[config.mk]
export PLATFORM = sky130hd
export DESIGN_NAME = phy_rx
export DESIGN_NICKNAME = d
export VERILOG_FILES = /design/src/rtl/phy_rx.sv
export SDC_FILE = /design/constraint.sdc
export NUM_CORES = 1
export LEC_CHECK = 0
export BUFFER_PORTS_ARGS = -buffer_cell sky130_fd_sc_hd__buf_4
export CAP_MARGIN = 20
export CORE_MARGIN = 1
export CORE_UTILIZATION = 44
export CTS_CLUSTER_SIZE = 14
export DETAILED_ROUTE_END_ITERATION = 16
export GPL_TIMING_DRIVEN = 0
export PLACE_DENSITY = 0.65
export SLEW_MARGIN = 25
export SYNTH_ARGS = -nofsm -noshare
export SYNTH_HDL_FRONTEND = slang
export SYNTH_SLANG_ARGS = --single-unit
[constraint.sdc]
create_clock -name i_clk -period 16.2 [get_ports i_clk]
set_input_delay 2.43 -clock i_clk [delete_from_list [all_inputs] [get_ports i_clk]]
set_output_delay 2.43 -clock i_clk [all_outputs]
set_load 0.01 [all_outputs]
[src/rtl/phy_rx.sv]
`default_nettype none
// +-----------------------------------------------------------------------------+
// | phy_rx : 64B/66B receive PHY, Clause 49 block decode to 64-bit AXI-Stream.  |
// | Optional block-lock tracking: define PHY_RX_BLOCK_LOCK_EN.                  |
// | Revision: 1.0                                                               |
// +-----------------------------------------------------------------------------+
module phy_rx #(
  parameter int P_LOCK_CNT    = 64,
  parameter int P_BAD_HDR_MAX = 16,
  parameter int P_SLIP_WAIT   = 32
) (
  input  logic        i_clk,
  input  logic        i_rst,
  input  logic [63:0] i_gt_rxdata,
  input  logic [1:0]  i_gt_rxheader,
  input  logic        i_gt_rxdatavalid,
  input  logic        i_gt_rxheadervalid,
  output logic        o_gt_rxslip,
  output logic        o_block_lock,
  output logic [63:0] m_axis_data,
  output logic [7:0]  m_axis_keep,
  output logic        m_axis_last,
  output logic        m_axis_user,
  output logic        m_axis_valid,
  output logic        o_rx_err
);

  localparam logic [1:0] HDR_DATA  = 2'b01;
  localparam logic [1:0] HDR_CTRL  = 2'b10;
  localparam logic [7:0] TYPE_S0   = 8'h78;
  localparam logic [7:0] TYPE_IDLE = 8'h1E;

  logic hdr_valid;
  assign hdr_valid = (i_gt_rxheader == HDR_DATA) || (i_gt_rxheader == HDR_CTRL);

`ifdef PHY_RX_BLOCK_LOCK_EN
  typedef enum logic [1:0] {
    LK_HUNT   = 2'd0,
    LK_SLIP   = 2'd1,
    LK_LOCKED = 2'd2
  } lock_state_t;

  localparam int GOOD_W = $clog2(P_LOCK_CNT + 1);
  localparam int WAIT_W = $clog2(P_SLIP_WAIT + 1);
  localparam int BAD_W  = $clog2(P_BAD_HDR_MAX + 1);

  lock_state_t       lk_state, lk_next;
  logic [GOOD_W-1:0] good_cnt, good_next;
  logic [WAIT_W-1:0] wait_cnt, wait_next;
  logic [5:0]        win_cnt, win_next;
  logic [BAD_W-1:0]  bad_cnt, bad_next;
  logic              slip_next;

  always_ff @(posedge i_clk or posedge i_rst) begin
    if (i_rst) begin
      lk_state    <= LK_HUNT;
      good_cnt    <= '0;
      wait_cnt    <= '0;
      win_cnt     <= '0;
      bad_cnt     <= '0;
      o_gt_rxslip <= 1'b0;
    end else begin
      lk_state    <= lk_next;
      good_cnt    <= good_next;
      wait_cnt    <= wait_next;
      win_cnt     <= win_next;
      bad_cnt     <= bad_next;
      o_gt_rxslip <= slip_next;
    end
  end

  always_comb begin
    lk_next   = lk_state;
    good_next = good_cnt;
    wait_next = wait_cnt;
    win_next  = win_cnt;
    bad_next  = bad_cnt;
    slip_next = 1'b0;
    case (lk_state)
      LK_HUNT: begin
        if (i_gt_rxheadervalid) begin
          if (!hdr_valid) begin
            slip_next = 1'b1;
            good_next = '0;
            wait_next = '0;
            lk_next   = LK_SLIP;
          end else if (good_cnt == GOOD_W'(P_LOCK_CNT - 1)) begin
            good_next = '0;
            win_next  = '0;
            bad_next  = '0;
            lk_next   = LK_LOCKED;
          end else begin
            good_next = good_cnt + 1'b1;
          end
        end
      end
      LK_SLIP: begin
        if (wait_cnt == WAIT_W'(P_SLIP_WAIT - 1)) lk_next = LK_HUNT;
        else wait_next = wait_cnt + 1'b1;
      end
      LK_LOCKED: begin
        // Bad headers are counted per 64-header window; the window restarts clean.
        if (i_gt_rxheadervalid) begin
          if (!hdr_valid && (bad_cnt == BAD_W'(P_BAD_HDR_MAX - 1))) begin
            lk_next   = LK_HUNT;
            good_next = '0;
            win_next  = '0;
            bad_next  = '0;
          end else if (win_cnt == 6'd63) begin
            win_next = '0;
            bad_next = '0;
          end else begin
            win_next = win_cnt + 1'b1;
            if (!hdr_valid) bad_next = bad_cnt + 1'b1;
          end
        end
      end
      default: lk_next = LK_HUNT;
    endcase
  end

  assign o_block_lock = (lk_state == LK_LOCKED);
`else
  always_ff @(posedge i_clk or posedge i_rst) begin
    if (i_rst) o_block_lock <= 1'b0;
    else       o_block_lock <= 1'b1;
  end

  assign o_gt_rxslip = 1'b0;
`endif

  typedef enum logic {
    ST_IDLE  = 1'b0,
    ST_FRAME = 1'b1
  } dec_state_t;

  dec_state_t  state, state_next;
  logic [55:0] residual, residual_next;
  logic        tail_pending, tail_pending_next;
  logic [63:0] tail_data, tail_data_next;
  logic [7:0]  tail_keep, tail_keep_next;
  logic [63:0] data_next;
  logic [7:0]  keep_next;
  logic        last_next, user_next, valid_next, err_next;

  logic [63:0] lanes;
  logic [63:0] tail_mask;
  logic [7:0]  tail_keep_calc;
  logic [7:0]  blk_type;
  logic        accept, is_data, is_ctrl, term_hit;
  logic [2:0]  term_n;

  // Lane 0 (first on the wire) moves to the MSB byte so frames read left to right.
  always_comb begin
    for (int b = 0; b < 8; b++) lanes[63-8*b -: 8] = i_gt_rxdata[8*b +: 8];
  end

  assign blk_type = i_gt_rxdata[7:0];
  assign is_data  = (i_gt_rxheader == HDR_DATA);
  assign is_ctrl  = (i_gt_rxheader == HDR_CTRL);
  assign accept   = i_gt_rxdatavalid & i_gt_rxheadervalid & o_block_lock;

  always_comb begin
    term_hit = 1'b1;
    term_n   = 3'd0;
    case (blk_type)
      8'h87:   term_n = 3'd0;
      8'h99:   term_n = 3'd1;
      8'hAA:   term_n = 3'd2;
      8'hB4:   term_n = 3'd3;
      8'hCC:   term_n = 3'd4;
      8'hD2:   term_n = 3'd5;
      8'hE1:   term_n = 3'd6;
      8'hFF:   term_n = 3'd7;
      default: term_hit = 1'b0;
    endcase
  end

  assign tail_keep_calc = 8'hFF << (4'd9 - {1'b0, term_n});

  always_comb begin
    for (int b = 0; b < 8; b++) tail_mask[8*b +: 8] = {8{tail_keep_calc[b]}};
  end

  always_ff @(posedge i_clk or posedge i_rst) begin
    if (i_rst) begin
      state        <= ST_IDLE;
      residual     <= '0;
      tail_pending <= 1'b0;
      tail_data    <= '0;
      tail_keep    <= '0;
      m_axis_data  <= '0;
      m_axis_keep  <= '0;
      m_axis_last  <= 1'b0;
      m_axis_user  <= 1'b0;
      m_axis_valid <= 1'b0;
      o_rx_err     <= 1'b0;
    end else begin
      state        <= state_next;
      residual     <= residual_next;
      tail_pending <= tail_pending_next;
      tail_data    <= tail_data_next;
      tail_keep    <= tail_keep_next;
      m_axis_data  <= data_next;
      m_axis_keep  <= keep_next;
      m_axis_last  <= last_next;
      m_axis_user  <= user_next;
      m_axis_valid <= valid_next;
      o_rx_err     <= err_next;
    end
  end

  always_comb begin
    state_next        = state;
    residual_next     = residual;
    tail_pending_next = 1'b0;
    tail_data_next    = tail_data;
    tail_keep_next    = tail_keep;
    data_next         = m_axis_data;
    keep_next         = m_axis_keep;
    last_next         = 1'b0;
    user_next         = 1'b0;
    valid_next        = 1'b0;
    err_next          = 1'b0;

    // A tail only exists while IDLE, so it never competes with a frame beat.
    if (tail_pending) begin
      data_next  = tail_data;
      keep_next  = tail_keep;
      last_next  = 1'b1;
      valid_next = 1'b1;
    end

    if ((state == ST_FRAME) && !o_block_lock) begin
      data_next  = {residual, 8'h00};
      keep_next  = 8'hFE;
      last_next  = 1'b1;
      user_next  = 1'b1;
      valid_next = 1'b1;
      state_next = ST_IDLE;
    end else if (accept) begin
      case (state)
        ST_IDLE: begin
          if (is_ctrl && (blk_type == TYPE_S0)) begin
            residual_next = lanes[55:0];
            state_next    = ST_FRAME;
          end else if (!(is_ctrl && (blk_type == TYPE_IDLE))) begin
            err_next = 1'b1;
          end
        end
        ST_FRAME: begin
          if (is_data) begin
            data_next     = {residual, lanes[63:56]};
            keep_next     = 8'hFF;
            valid_next    = 1'b1;
            residual_next = lanes[55:0];
          end else if (is_ctrl && term_hit) begin
            valid_next = 1'b1;
            state_next = ST_IDLE;
            if (term_n == 3'd0) begin
              data_next = {residual, 8'h00};
              keep_next = 8'hFE;
              last_next = 1'b1;
            end else begin
              data_next = {residual, lanes[55:48]};
              keep_next = 8'hFF;
              last_next = (term_n == 3'd1);
              if (term_n >= 3'd2) begin
                tail_pending_next = 1'b1;
                tail_data_next    = {lanes[47:0], 16'h0000} & tail_mask;
                tail_keep_next    = tail_keep_calc;
              end
            end
          end else begin
            data_next  = {residual, 8'h00};
            keep_next  = 8'hFE;
            last_next  = 1'b1;
            user_next  = 1'b1;
            valid_next = 1'b1;
            err_next   = 1'b1;
            if (is_ctrl && (blk_type == TYPE_S0)) residual_next = lanes[55:0];
            else state_next = ST_IDLE;
          end
        end
        default: state_next = ST_IDLE;
      endcase
    end
  end

endmodule
`default_nettype wire
After elaboration in Yosys (flattened, before gate mapping). Index checks and enable logic that the tools add are counted.

Flip-flop bits (word level): 207. Input bits: 70. Output and inout bits: 78. Logic and storage cells: 99.

$add $sub $neg: 1. $lt $le $gt $ge: 1. Equality and inequality tests: 14. Shifts and indexed selects: 1. Multiplexer cells: 53. Bitwise logic cells: 7. Reductions and logical operators: 10.

Operator list (count): two-way mux 64 bit (4); two-way mux 56 bit (3); case mux 56 bit (2 select lines) (1); two-way mux 8 bit (9); AND 64 bit (1); equality test 8 bit (second input constant) (8); two-way mux 1 bit (33); case mux 3 bit (7 select lines) (1); equality test 8 x 5 -> 1 bit (second input constant) (1); equality test 8 x 7 -> 1 bit (second input constant) (1); OR reduction 8 bit (1); << shifter 8 x 4 -> 8 bit (first input constant) (1); AND reduction 7 bit (1); logical AND 1 bit (4); NOT 1 bit (4); case mux 1 bit (2 select lines) (2); subtractor 4 x 3 -> 4 bit (first input constant) (1); equality test 3 x 1 -> 1 bit (second input constant) (1); >= comparator 3 x 2 -> 1 bit (second input constant) (1); logical NOT 3 bit (1); != test 3 bit (second input constant) (1); AND reduction 3 bit (1); AND 1 bit (2); equality test 2 x 1 -> 1 bit (second input constant) (1); other kinds (3) (3).

Longest topological paths before layout.
Depth in word-level cells: 10. Mapped depth: 13. Gate-level depth less buffers: 9.

Least setup slack after synthesis. No wires, ideal clock.

Kind: input port to flip-flop. From: input i_gt_rxdata[0]. To: register tail_data[44]. Setup time: 0.138 ns. Arrival time: 4.744 ns. Required time: 16.062 ns. Path slack: 11.318 ns. Stages on the path: 13. Path buffers: 4. Cell sequence: buf_2 > nand4bb_1 > o31ai_1 > a41oi_2 > clkbuf_1 > ha_1 > inv_1 > a311o_1 > a221o_1 > buf_6 > buf_2 > nand2_1 > o31ai_2.

Longest elaborated chain between the ends: 5. Elaborated cells on any way between the ends: 19. Those cells by class: add/sub (1); order compare (1); eq/ne (8); shift (1); mux (2); bitwise (2); reduce/logical (4).

Ends and longest elaborated chain: from (decl) (RTL line 14) `input logic [63:0] i_gt_rxdata,`; equality test 8 bit (RTL line 166) `case (blk_type)`; case mux 3 bit (7 select lines) / OR reduction 8 bit (equally long branches); subtractor 4 x 3 -> 4 bit (tied with other cells) (RTL line 179) `assign tail_keep_calc = 8'hFF << (4'd9 - {1'b0, term_n});`; << shifter 8 x 4 -> 8 bit (tied with other cells) (RTL line 179); AND 64 bit / AND reduction 7 bit (equally long branches); to (signal assigned) (RTL line 202) `tail_data <= tail_data_next;`; to (decl) (RTL line 140) `logic [63:0] tail_data, tail_data_next;`.

Parallel ways exist; a longest one is shown, timed or not. A chain may end at the register's enable or synchronous reset.

Worst setup path after layout.
From: input i_gt_rxdata[0]. To: register tail_data[28].

Same word-level chain as after synthesis.

==> flow_metrics.py <==
metrics = {
    "global_route": {
        "use_met2_pct": 35.6,
        "track_usage_pct": 22.4,
        "grt_pass1_wl_um": 33800,
        "antenna_found_initial": 0,
        "busiest_layer": "met2",
        "grt_remaining_overflow": 0,
        "grt_max_degree": 80,
        "gr-usage-met3_pct": 3.69,
        "gr-usage-met1_pct": 31.9,
        "grt_pass1_vias": 6116,
    },
    "clock_tree": {
        "cts_buffer_depth": 2,
        "cts_resized": 0,
        "clk_transition_reported_paths_ns": 0.07,
        "root_buffer": "clkbuf_16",
        "post-cts-setup-buffers": 0,
        "cts.sinks": 191,
        "cts_tree": "done",
        "htreeDepth": 4,
        "insertion_delay_ns": 0.43,
        "hold_buffers": 0,
        "cts_made_buffers": 17,
    },
    "die": {
        "start_util_pct": 44.9,
        "chipWidth_um": 140,
        "std_cell_rows": 50,
        "floorplan.die_area_um2": 19700,
        "ios": 148,
        "core_um2": 18800,
        "die_height_um": 140,
    },
    "detailed_routing": {
        "vias": 6164,
        "wl_um": 20900,
        "drt_iter0_markers": 340,
        "drc": 0,
        "wl_per_cell_um": 17.8,
        "firstDrtPassIters": 4,
        "vias_per_cell": 5.25,
        "drtAntennaViolNets": 0,
    },
    "placed_design": {
        "io_buffers": 143,
        "dpl-instance-area_um2": 9850,
        "hpwl_um": 15100,
        "pre_cts_ws_ns": 10.53,
        "gp_congestion": 0.891,
    },
    "logic_synthesis": {
        "seq_area_frac_synth_pct": 56.7,
        "syn-cell-area_um2": 8430,
        "synthCells": 762,
        "yosysWarnings": 0,
        "avgSynthCellArea_um2": 11.1,
        "async_flop_share_pct": 100,
        "synth_cell_types": 45,
        "ys_ff_latch": 191,
        "syn-num-nets": 836,
        "synth_edf_count": 0,
        "synth_top_flop_cell": "dfrtp_1",
    },
    "worst_hold_path": {
        "hold_path_end": "m_axis_data[9]",
        "hold_path_class": "flop to flop",
        "hold-path-cell-count": 2,
        "hold_start": "residual[1]",
    },
    "critical_path": {
        "worstReg2RegStart": "tail_pending",
        "cp-start-kind": "primary input",
        "cp.arrival_ns": 5.52,
        "crit_chain": "buf_4 -> buf_2 -> nand4bb_1 -> o31ai_1 -> a41oi_2 -> clkbuf_1 -> ha_1 -> inv_1 -> a311o_1 -> a221o_1 -> buf_6 -> buf_2 -> nand2_1 -> o21ai_0",
        "path_class": "primary input to flop",
        "r2r_end": "m_axis_data[49]",
        "cp-end-kind": "flop",
        "reg2reg_depth": 4,
        "worstPathMaxFanout": 12,
        "slowest_stage": "clkbuf_1",
        "rrSetupSlack_ns": 14.10,
        "crit_required_ns": 16.48,
        "cpPeakStageDelay_ns": 0.69,
        "cpMostUsedCell": "buf_2",
    },
    "power_and_ir_drop": {
        "p_leak_uw": 0.00465,
        "ir_worst_vdd_mv": 0.0726,
        "p_per_area_nw_per_um2": 90.3,
    },
    "timing": {
        "rsz0062_at_grt": "false",
        "max_slew_margin_pct": 43.9,
        "finalWorstSetupSlack_ns": 10.96,
        "tightest_slew_ns": 0.842,
        "hold_viol": 0,
        "max_freq_mhz": 191,
        "setup_tns_ns": 0,
        "fin_crit_sh_pct": 32.3,
        "setup_viol": 0,
        "layout_min_cycle_time_ns": 5.24,
        "finalClockSkew_ns": 0.00973,
        "drv_slew": 0,
    },
    "job": {
        "max_cap_violations": 0,
    },
    "cells_and_area": {
        "fin_util_pct": 55.6,
        "drive_gt1_share_pct": 29.8,
        "area_delta_synth_final_pct": 23.9,
        "n_antenna_cell": 0,
        "stdcell_area_um2": 10400,
        "nNetsFinal": 1000,
    },
    "outcome": {
        "status": "completed",
    },
}
## stage by stage
stage,total power [uW],std cells,hold WS (ns)
detailed placement,535,1141,0.463
global placement,534,1139,0.457
global route,975,1173,0.492
finish,942,1173,0.475
CTS,949,1173,0.478
floorplan,509,762,0.446
## power breakdown
part / internal [uW] / switching, uW / total (uW)
combinational: 19.3 / 25.9 / 45.2
clock: 232 / 184 / 417
sequential: 479 / 1.56 / 480
total: 731 / 212 / 942
## worst max path at each step
stage	start	end	slack, ns	depth (start not counted)
after floorplan	i_rst	m_axis_data[0]	8.57	1
after global placement	i_rst	residual[43]	6.27	2
after detailed placement	i_gt_rxdata[0]	tail_data[30]	10.53	14
after CTS	i_gt_rxdata[0]	tail_data[28]	10.94	14
after global routing	i_gt_rxdata[0]	tail_data[27]	10.75	14
final	i_gt_rxdata[0]	tail_data[28]	10.96	14
## cell usage after synthesis, drive strengths merged (3+ instances only)
master | n | share of area, %
o21ai | 90 | 5.3
and3 | 8 | 0.59
nand2b | 24 | 1.8
ha | 4 | 0.59
a31o | 3 | 0.31
nor3 | 5 | 0.30
dfrtp | 191 | 57
nor2b | 3 | 0.22
a21oi | 4 | 0.28
mux2 | 57 | 7.6
clkbuf | 27 | 1.2
nand2 | 135 | 6.0
inv | 38 | 1.7
nand4 | 4 | 0.30
nand3b | 6 | 0.53
nand3 | 3 | 0.18
mux2i | 62 | 7.4
o31ai | 33 | 4.1
buf | 28 | 1.8
nor2 | 11 | 0.49
## worst max-delay path, delay by kind of cell
| family | cells | cell delay [ns] |
|---|---|---|
| buffers and inverters | 6 | 1.40 |
| AND/OR/NAND/NOR | 2 | 0.21 |
| AO/OA/AOI/OAI | 5 | 1.21 |
| adder cells (fa/ha/maj) | 1 | 0.26 |
## cells in the final DEF, fill, tap and decap left out, drive strengths merged, types with 2 or more instances in the layout
master and n:
or4 2, inv 39, conb 2, buf 173, a31o 3, nand3 3, clkinvlp 3, o21ai 90
mux2 57, nor4bb 2, bufinv 2, a31oi 2, mux2i 62, and3 8, dfrtp 191, and2 2
ha 4, nand2b 24, a211o 2, nand4 4, nor2b 3, clkinv 6, a21oi 4, nor3 5
nand2 135, nand3b 6, o31ai 33, nor2 11, clkbuf 47, a221oi 2
## metal layers
metal  vias to the layer above  share of wire (%)
li1                       2909                  -
met1                      3080                 48
met2                       160                 47
met3                        15                4.0
met4                         0                1.1
met5                         -                  0
## area by class of cell
| class | count | area [um2] |
|---|---|---|
| buffer | 55 | 255 |
| clock buffer | 20 | 447 |
| clock inverter | 12 | 136 |
| fill | 1652 | 8330 |
| inverter | 38 | 150 |
| multi-input combinational | 478 | 3250 |
| sequential | 191 | 4780 |
| tap | 234 | 293 |
| timing repair buffer | 145 | 1130 |
## cell families after synthesis
group,synth area share [%]
AOI/OAI and AO/OA,11.5
other,0.0891
muxes,15.0
adders and majority gates,0.594
buffers and inverters,4.72
DFF,56.7
and+or+nand+nor,11.4
## flip-flops by register name, indices dropped and copies added, names as in the netlist
name	cells
m_axis_data	64
tail_data	48
m_axis_last	1
o_block_lock	1
o_rx_err	1
state	1
m_axis_user	1
tail_pending	1
tail_keep	8
residual	56
m_axis_valid	1
m_axis_keep	8
Power figures use the tool's default switching activity.
